**config.mk**
```make
export PLATFORM = sky130hd
export DESIGN_NAME = output_port_arbiter
export DESIGN_NICKNAME = d
export VERILOG_FILES = /design/src/rtl/output_port_arbiter.sv
export SDC_FILE = /design/constraint.sdc
export NUM_CORES = 1
export LEC_CHECK = 0
export BUFFER_PORTS_ARGS = -buffer_cell sky130_fd_sc_hd__buf_2
export CAP_MARGIN = 5
export CORE_MARGIN = 2
export CORE_UTILIZATION = 46
export DETAILED_ROUTE_END_ITERATION = 6
export HOLD_SLACK_MARGIN = 0.15
export MAX_ROUTING_LAYER = met4
export PLACE_DENSITY = 0.84
export SYNTH_ARGS = -nofsm -noshare
export SYNTH_HDL_FRONTEND = slang
export SYNTH_SLANG_ARGS = --single-unit
```
**constraint.sdc**
```tcl
create_clock -name clk -period 4.5 [get_ports clk]
set_clock_uncertainty 0.2 [all_clocks]
set_input_delay 0.45 -clock clk [delete_from_list [all_inputs] [get_ports clk]]
set_output_delay 0.45 -clock clk [all_outputs]
set_load 0.02 [all_outputs]
```
**src/rtl/output_port_arbiter.sv**
```systemverilog
`default_nettype none
// ============================================================================
//  Module   : output_port_arbiter
//  Purpose  : Per-output-port switch allocator for a 5-port wormhole router.
//             Selects one input among those requesting this output, locks the
//             crossbar select for the whole packet (head..tail), and tracks
//             downstream buffer credits so a flit is only sent when the
//             downstream input buffer has a free slot.
//
//  Parameters
//    PORT_ID    : index (0..4) of the output port owned by this arbiter
//    BUF_DEPTH  : downstream buffer depth in flits / initial credits (1..15)
//
//  Ports
//    clk        in   1   clock, rising edge
//    rst        in   1   asynchronous reset, active low
//    req        in   5   per-input request (0 local,1 west,2 north,3 east,4 south)
//    rout_ports in  15   per-input route result, [3i+2:3i] for input i
//    flit_valid in   5   input i presents a flit
//    tail       in   5   flit presented by input i is a tail flit
//    credit_in  in   1   downstream freed one slot (one-cycle pulse)
//    grant      out  5   registered one-hot crossbar select (or zero)
//    send       out  1   combinational: a flit crosses this cycle
//    busy       out  1   a packet currently holds the port
//    credit_cnt out  4   current downstream credit count
//    cred_err   out  1   registered one-cycle pulse on credit overflow
//
//  Build option
//    ARB_ROUND_ROBIN_EN : when defined, round-robin arbitration with a
//                         rotating pointer; otherwise fixed priority
//                         local > west > north > east > south.
//
//  Revision : 1.0  initial release
// ============================================================================
module output_port_arbiter #(
  parameter int PORT_ID   = 0,
  parameter int BUF_DEPTH = 4
) (
  input  logic        clk,
  input  logic        rst,
  input  logic [4:0]  req,
  input  logic [14:0] rout_ports,
  input  logic [4:0]  flit_valid,
  input  logic [4:0]  tail,
  input  logic        credit_in,
  output logic [4:0]  grant,
  output logic        send,
  output logic        busy,
  output logic [3:0]  credit_cnt,
  output logic        cred_err
);

  localparam int         c_NUM_IN    = 5;
  localparam logic [2:0] c_PORT_ID   = 3'(PORT_ID);
  localparam logic [3:0] c_BUF_DEPTH = 4'(BUF_DEPTH);

  localparam logic [0:0] c_IDLE   = 1'b0;
  localparam logic [0:0] c_ACTIVE = 1'b1;

  // --------------------------------------------------------------------------
  // State
  // --------------------------------------------------------------------------
  logic [0:0] r_state;
  logic [4:0] r_grant;
  logic [3:0] r_credit;
  logic       r_cred_err;

  // --------------------------------------------------------------------------
  // Combinational signals
  // --------------------------------------------------------------------------
  logic [4:0] w_eligible;
  logic       w_any_eligible;
  logic       w_have_credit;
  logic       w_send;
  logic       w_tail_send;
  logic       w_cred_ovf;
  logic [2:0] w_win_idx;
  logic [4:0] w_win_onehot;

  // An input is a candidate only if it requests and its route targets us.
  generate
    for (genvar gi = 0; gi < c_NUM_IN; gi++) begin : g_elig
      assign w_eligible[gi] = req[gi] && (rout_ports[3*gi +: 3] == c_PORT_ID);
    end
  endgenerate

  assign w_any_eligible = |w_eligible;
  assign w_have_credit  = (r_credit != 4'd0);

  // Only the granted input's flit_valid matters; the credit check guarantees
  // the counter can never be decremented below zero.
  assign w_send      = (|(r_grant & flit_valid)) && w_have_credit;
  assign w_tail_send = w_send && (|(r_grant & tail));

  // A returned credit with a full counter and no concurrent send is bogus:
  // drop it and flag the error.
  assign w_cred_ovf  = credit_in && !w_send && (r_credit == c_BUF_DEPTH);

  // --------------------------------------------------------------------------
  // Winner selection
  // --------------------------------------------------------------------------
`ifdef ARB_ROUND_ROBIN_EN
  logic [2:0] r_ptr;
  logic [3:0] w_cand;
  logic       w_found;

  // Search upward from the pointer, wrapping 4 -> 0; first eligible wins.
  always_comb begin
    w_win_idx = 3'd0;
    w_found   = 1'b0;
    w_cand    = 4'd0;
    for (int k = 0; k < c_NUM_IN; k++) begin
      w_cand = {1'b0, r_ptr} + 4'(k);
      if (w_cand >= 4'd5) begin
        w_cand = w_cand - 4'd5;
      end
      if (!w_found && w_eligible[w_cand[2:0]]) begin
        w_found   = 1'b1;
        w_win_idx = w_cand[2:0];
      end
    end
  end

  // The pointer only advances when a grant is actually issued.
  always_ff @(posedge clk or negedge rst) begin
    if (!rst) begin
      r_ptr <= 3'd0;
    end else if (r_state == c_IDLE && w_any_eligible && w_have_credit) begin
      r_ptr <= (w_win_idx == 3'd4) ? 3'd0 : (w_win_idx + 3'd1);
    end
  end
`else
  logic w_found;

  // Fixed priority: the lowest-numbered eligible input (local first) wins.
  always_comb begin
    w_win_idx = 3'd0;
    w_found   = 1'b0;
    for (int k = 0; k < c_NUM_IN; k++) begin
      if (!w_found && w_eligible[k]) begin
        w_found   = 1'b1;
        w_win_idx = 3'(k);
      end
    end
  end
`endif

  assign w_win_onehot = 5'b00001 << w_win_idx;

  // --------------------------------------------------------------------------
  // Allocation FSM
  //   IDLE   : arbitrate when a candidate exists and a credit is available.
  //   ACTIVE : grant is locked until the tail flit is sent; the release edge
  //            does not re-arbitrate, so packets are separated by one idle
  //            cycle.
  // --------------------------------------------------------------------------
  always_ff @(posedge clk or negedge rst) begin
    if (!rst) begin
      r_state <= c_IDLE;
      r_grant <= 5'b00000;
    end else begin
      case (r_state)
        c_IDLE: begin
          if (w_any_eligible && w_have_credit) begin
            r_grant <= w_win_onehot;
            r_state <= c_ACTIVE;
          end else begin
            r_grant <= 5'b00000;
          end
        end
        c_ACTIVE: begin
          if (w_tail_send) begin
            r_grant <= 5'b00000;
            r_state <= c_IDLE;
          end
        end
        default: begin
          r_grant <= 5'b00000;
          r_state <= c_IDLE;
        end
      endcase
    end
  end

  // --------------------------------------------------------------------------
  // Credit counter: cnt - send + credit_in, overflow credits discarded.
  // --------------------------------------------------------------------------
  always_ff @(posedge clk or negedge rst) begin
    if (!rst) begin
      r_credit   <= c_BUF_DEPTH;
      r_cred_err <= 1'b0;
    end else begin
      r_cred_err <= w_cred_ovf;
      if (!w_cred_ovf) begin
        case ({w_send, credit_in})
          2'b10:   r_credit <= r_credit - 4'd1;
          2'b01:   r_credit <= r_credit + 4'd1;
          default: r_credit <= r_credit;
        endcase
      end
    end
  end

  // --------------------------------------------------------------------------
  // Outputs
  // --------------------------------------------------------------------------
  assign grant      = r_grant;
  assign send       = w_send;
  assign busy       = (r_state == c_ACTIVE);
  assign credit_cnt = r_credit;
  assign cred_err   = r_cred_err;

endmodule
`default_nettype wire

```
==> results.toml <==
[status]
status = "completed"

[yosys]
syn-num-nets = 113
syn_inst = 77
syn_avg_cell_area_sq_um = 10.0
synth_area_sq_um = 773
ys.flop_type = "dfrtp_1"
seq_area_frac_synth = 0.358
yosysWarnings = 0
ys_seq_elements = 11
synth_cell_type_count = 37
synth-edff-count = 0
synth-async-reset-ratio = 1.00

[job]
cap_violations = 0

[sta]
slew_headroom = 0.517
fin_crit_sh = 0.616
setup_viol = 0
worst_hold_slack_ns = 0.305
rsz0062_at_grt = "no"
finalSetupTns_ns = 0
layout_setup_ws_ns = 1.73
fmax_mhz = 360
period_needed_ns = 2.77
maxSlewViolCount = 0
tightest_slew_ns = 0.715
hold_viol_final = 0

[clock_tree]
cts_tree = "built"
numCtsBuffers = 3
clk_pin_slew_worst_paths_ns = 0.08
clock-sinks = 11
root_buffer = "clkbuf_4"
htreeDepth = 1
post-cts-setup-buffers = 0
clockBufferDepth = 2
clkLatencyLatePin_ns = 0.28

[setup_path]
critPathTopFamily = "compound AO/OA/AOI/OAI gates"
path_class = "register to register"
crit_path_end_kind = "register"
crit_chain = "a222oi_1 > a21o_2 > nand2_1 > ha_1 > a21oi_1 > and3_1 > mux2i_1 > a211o_1"
crit_path_top_delay_cell = "a222oi_1"
crit_path_start_kind = "register"
worst_ep_arrival_time_ns = 2.75
cp_slowest_stage_delay_ns = 0.60
r2r_setup_slack_ns = 1.73
cp_max_fo = 4
critPathBufInv = 0
required_ns = 4.47

[placed_design]
dp.cells = 136
gp_congestion = 0.846
dp_hpwl_mm = 1.62
place_area_sq_um = 1010
pre_cts_slack_ns = 1.62
io_buffers = 44

[cells_and_area]
stdcell_count = 141
fin_nets = 162
syn_to_final_growth_pct = 35.0
most-common-layout-cells = "buf_2, dfrtp_1"
final_common_cell = "buf_2"
fin_area_sq_um = 1040
final_core_util = 0.677
antenna_cells = 0
drive_above_1_share = 0.440

[drt]
viasPerCell = 6.01
wl_per_cell_um = 14.2
met3_length_um = 134
vias = 848
wl_met1_um = 854
dr.pass1.iters = 4
drt_iter0_markers = 35
wl_met2_um = 970
route.detailed.drc = 0
top_layer_used = "met4"
wl_mm = 2.00
ant_nets = 0

[hold_path]
hold_class = "primary input to register"

[global_route]
grt_pass1_wl_mm = 3.22
antenna_found_initial = 0
grt_pass1_vias = 793
grt_overflow = 0
grt_max_degree = 12
grt_usage = 0.227

[floorplan]
core_area_sq_um = 1540
die_y_um = 45
rows = 14
initial_core_util = 0.502
die_x_um = 45
io_pins = 45
die_area_sq_um = 2030

[pwr]
power.density_nw_per_um2 = 631
power_uw = 659
leakage_nw = 0.553
peakVddDrop_v = 0.000329
[sequential cells by signal (all words and copies together) (netlist names)]
name        count
busy            1
cred_err        1
credit_cnt      4
grant           5
[repair_timing]
action / in CTS / in global routing
hold buffers: 1 / 0
endpoints found under the hold margin: 11 / 0
resized for setup: 0 / 0
[tightest hold or removal path, stage by stage]
cell,delay (ns)
buf_2,0.16
nand3_1,0.08
a2bb2oi_1,0.06
[layer usage]
layer | GRT usage | vias to the layer above
li1 | - | 401
met1 | 0.271 | 398
met2 | 0.374 | 42
met3 | 0.0360 | 7
met4 | 0.100 | 0
met5 | - | -
[synthesized netlist by cell type, types with 2 or more instances]
library cell,n,area share
a211o_1,2,0.023
a21o_2,2,0.023
a21oi_1,4,0.026
a222oi_1,2,0.026
a22oi_1,2,0.019
a32o_1,3,0.039
and3_1,2,0.016
dfrtp_1,10,0.32
ha_1,2,0.032
inv_1,4,0.019
mux2i_1,3,0.039
nand2_1,4,0.019
nand2b_1,3,0.024
nand3_1,3,0.019
nor2_1,2,0.0097
nor3_1,4,0.026
nor4b_1,4,0.045
xnor2_1,2,0.023
[where the power goes]
part | total [mW] | internal (mW) | switching, mW
Clock | 0.0731 | 0.0330 | 0.0400
Sequential | 0.192 | 0.138 | 0.0549
Combinational | 0.393 | 0.176 | 0.217
[cell type report]
class | instances | area [sq um]
clock buffers | 3 | 22.5
clock inverters | 1 | 5.00
fillers | 112 | 498
inverters | 5 | 18.8
multi-input cells | 60 | 470
flip-flops and latches | 11 | 277
well taps | 16 | 20.0
repair buffers | 45 | 230
[path summary, 6_finish.rpt]
kind,start,cells past startpoint,end
min,credit_in,3,credit_cnt[0]
max,grant[2],8,credit_cnt[3]
max in group asynchronous,rst,2,credit_cnt[2]
min reg2reg,grant[2],1,grant[2]
min in group asynchronous,rst,2,grant[1]
max reg2reg,grant[2],8,credit_cnt[3]
[logic make-up (layout without fill, tap and decap cells)]
| kind of cell | count (synthesis) | after routing | synth area share |
|---|---|---|---|
| AO/OA/AOI/OAI | 25 | 25 | 0.273 |
| XOR/XNOR | 2 | 2 | 0.0227 |
| adder cells (fa/ha/maj) | 3 | 3 | 0.0582 |
| buffers and inverters | 6 | 54 | 0.0340 |
| flip-flops | 11 | 11 | 0.358 |
| multiplexers | 3 | 3 | 0.0388 |
| AND/OR/NAND/NOR | 27 | 27 | 0.215 |
(Power assumes the default switching activity.)
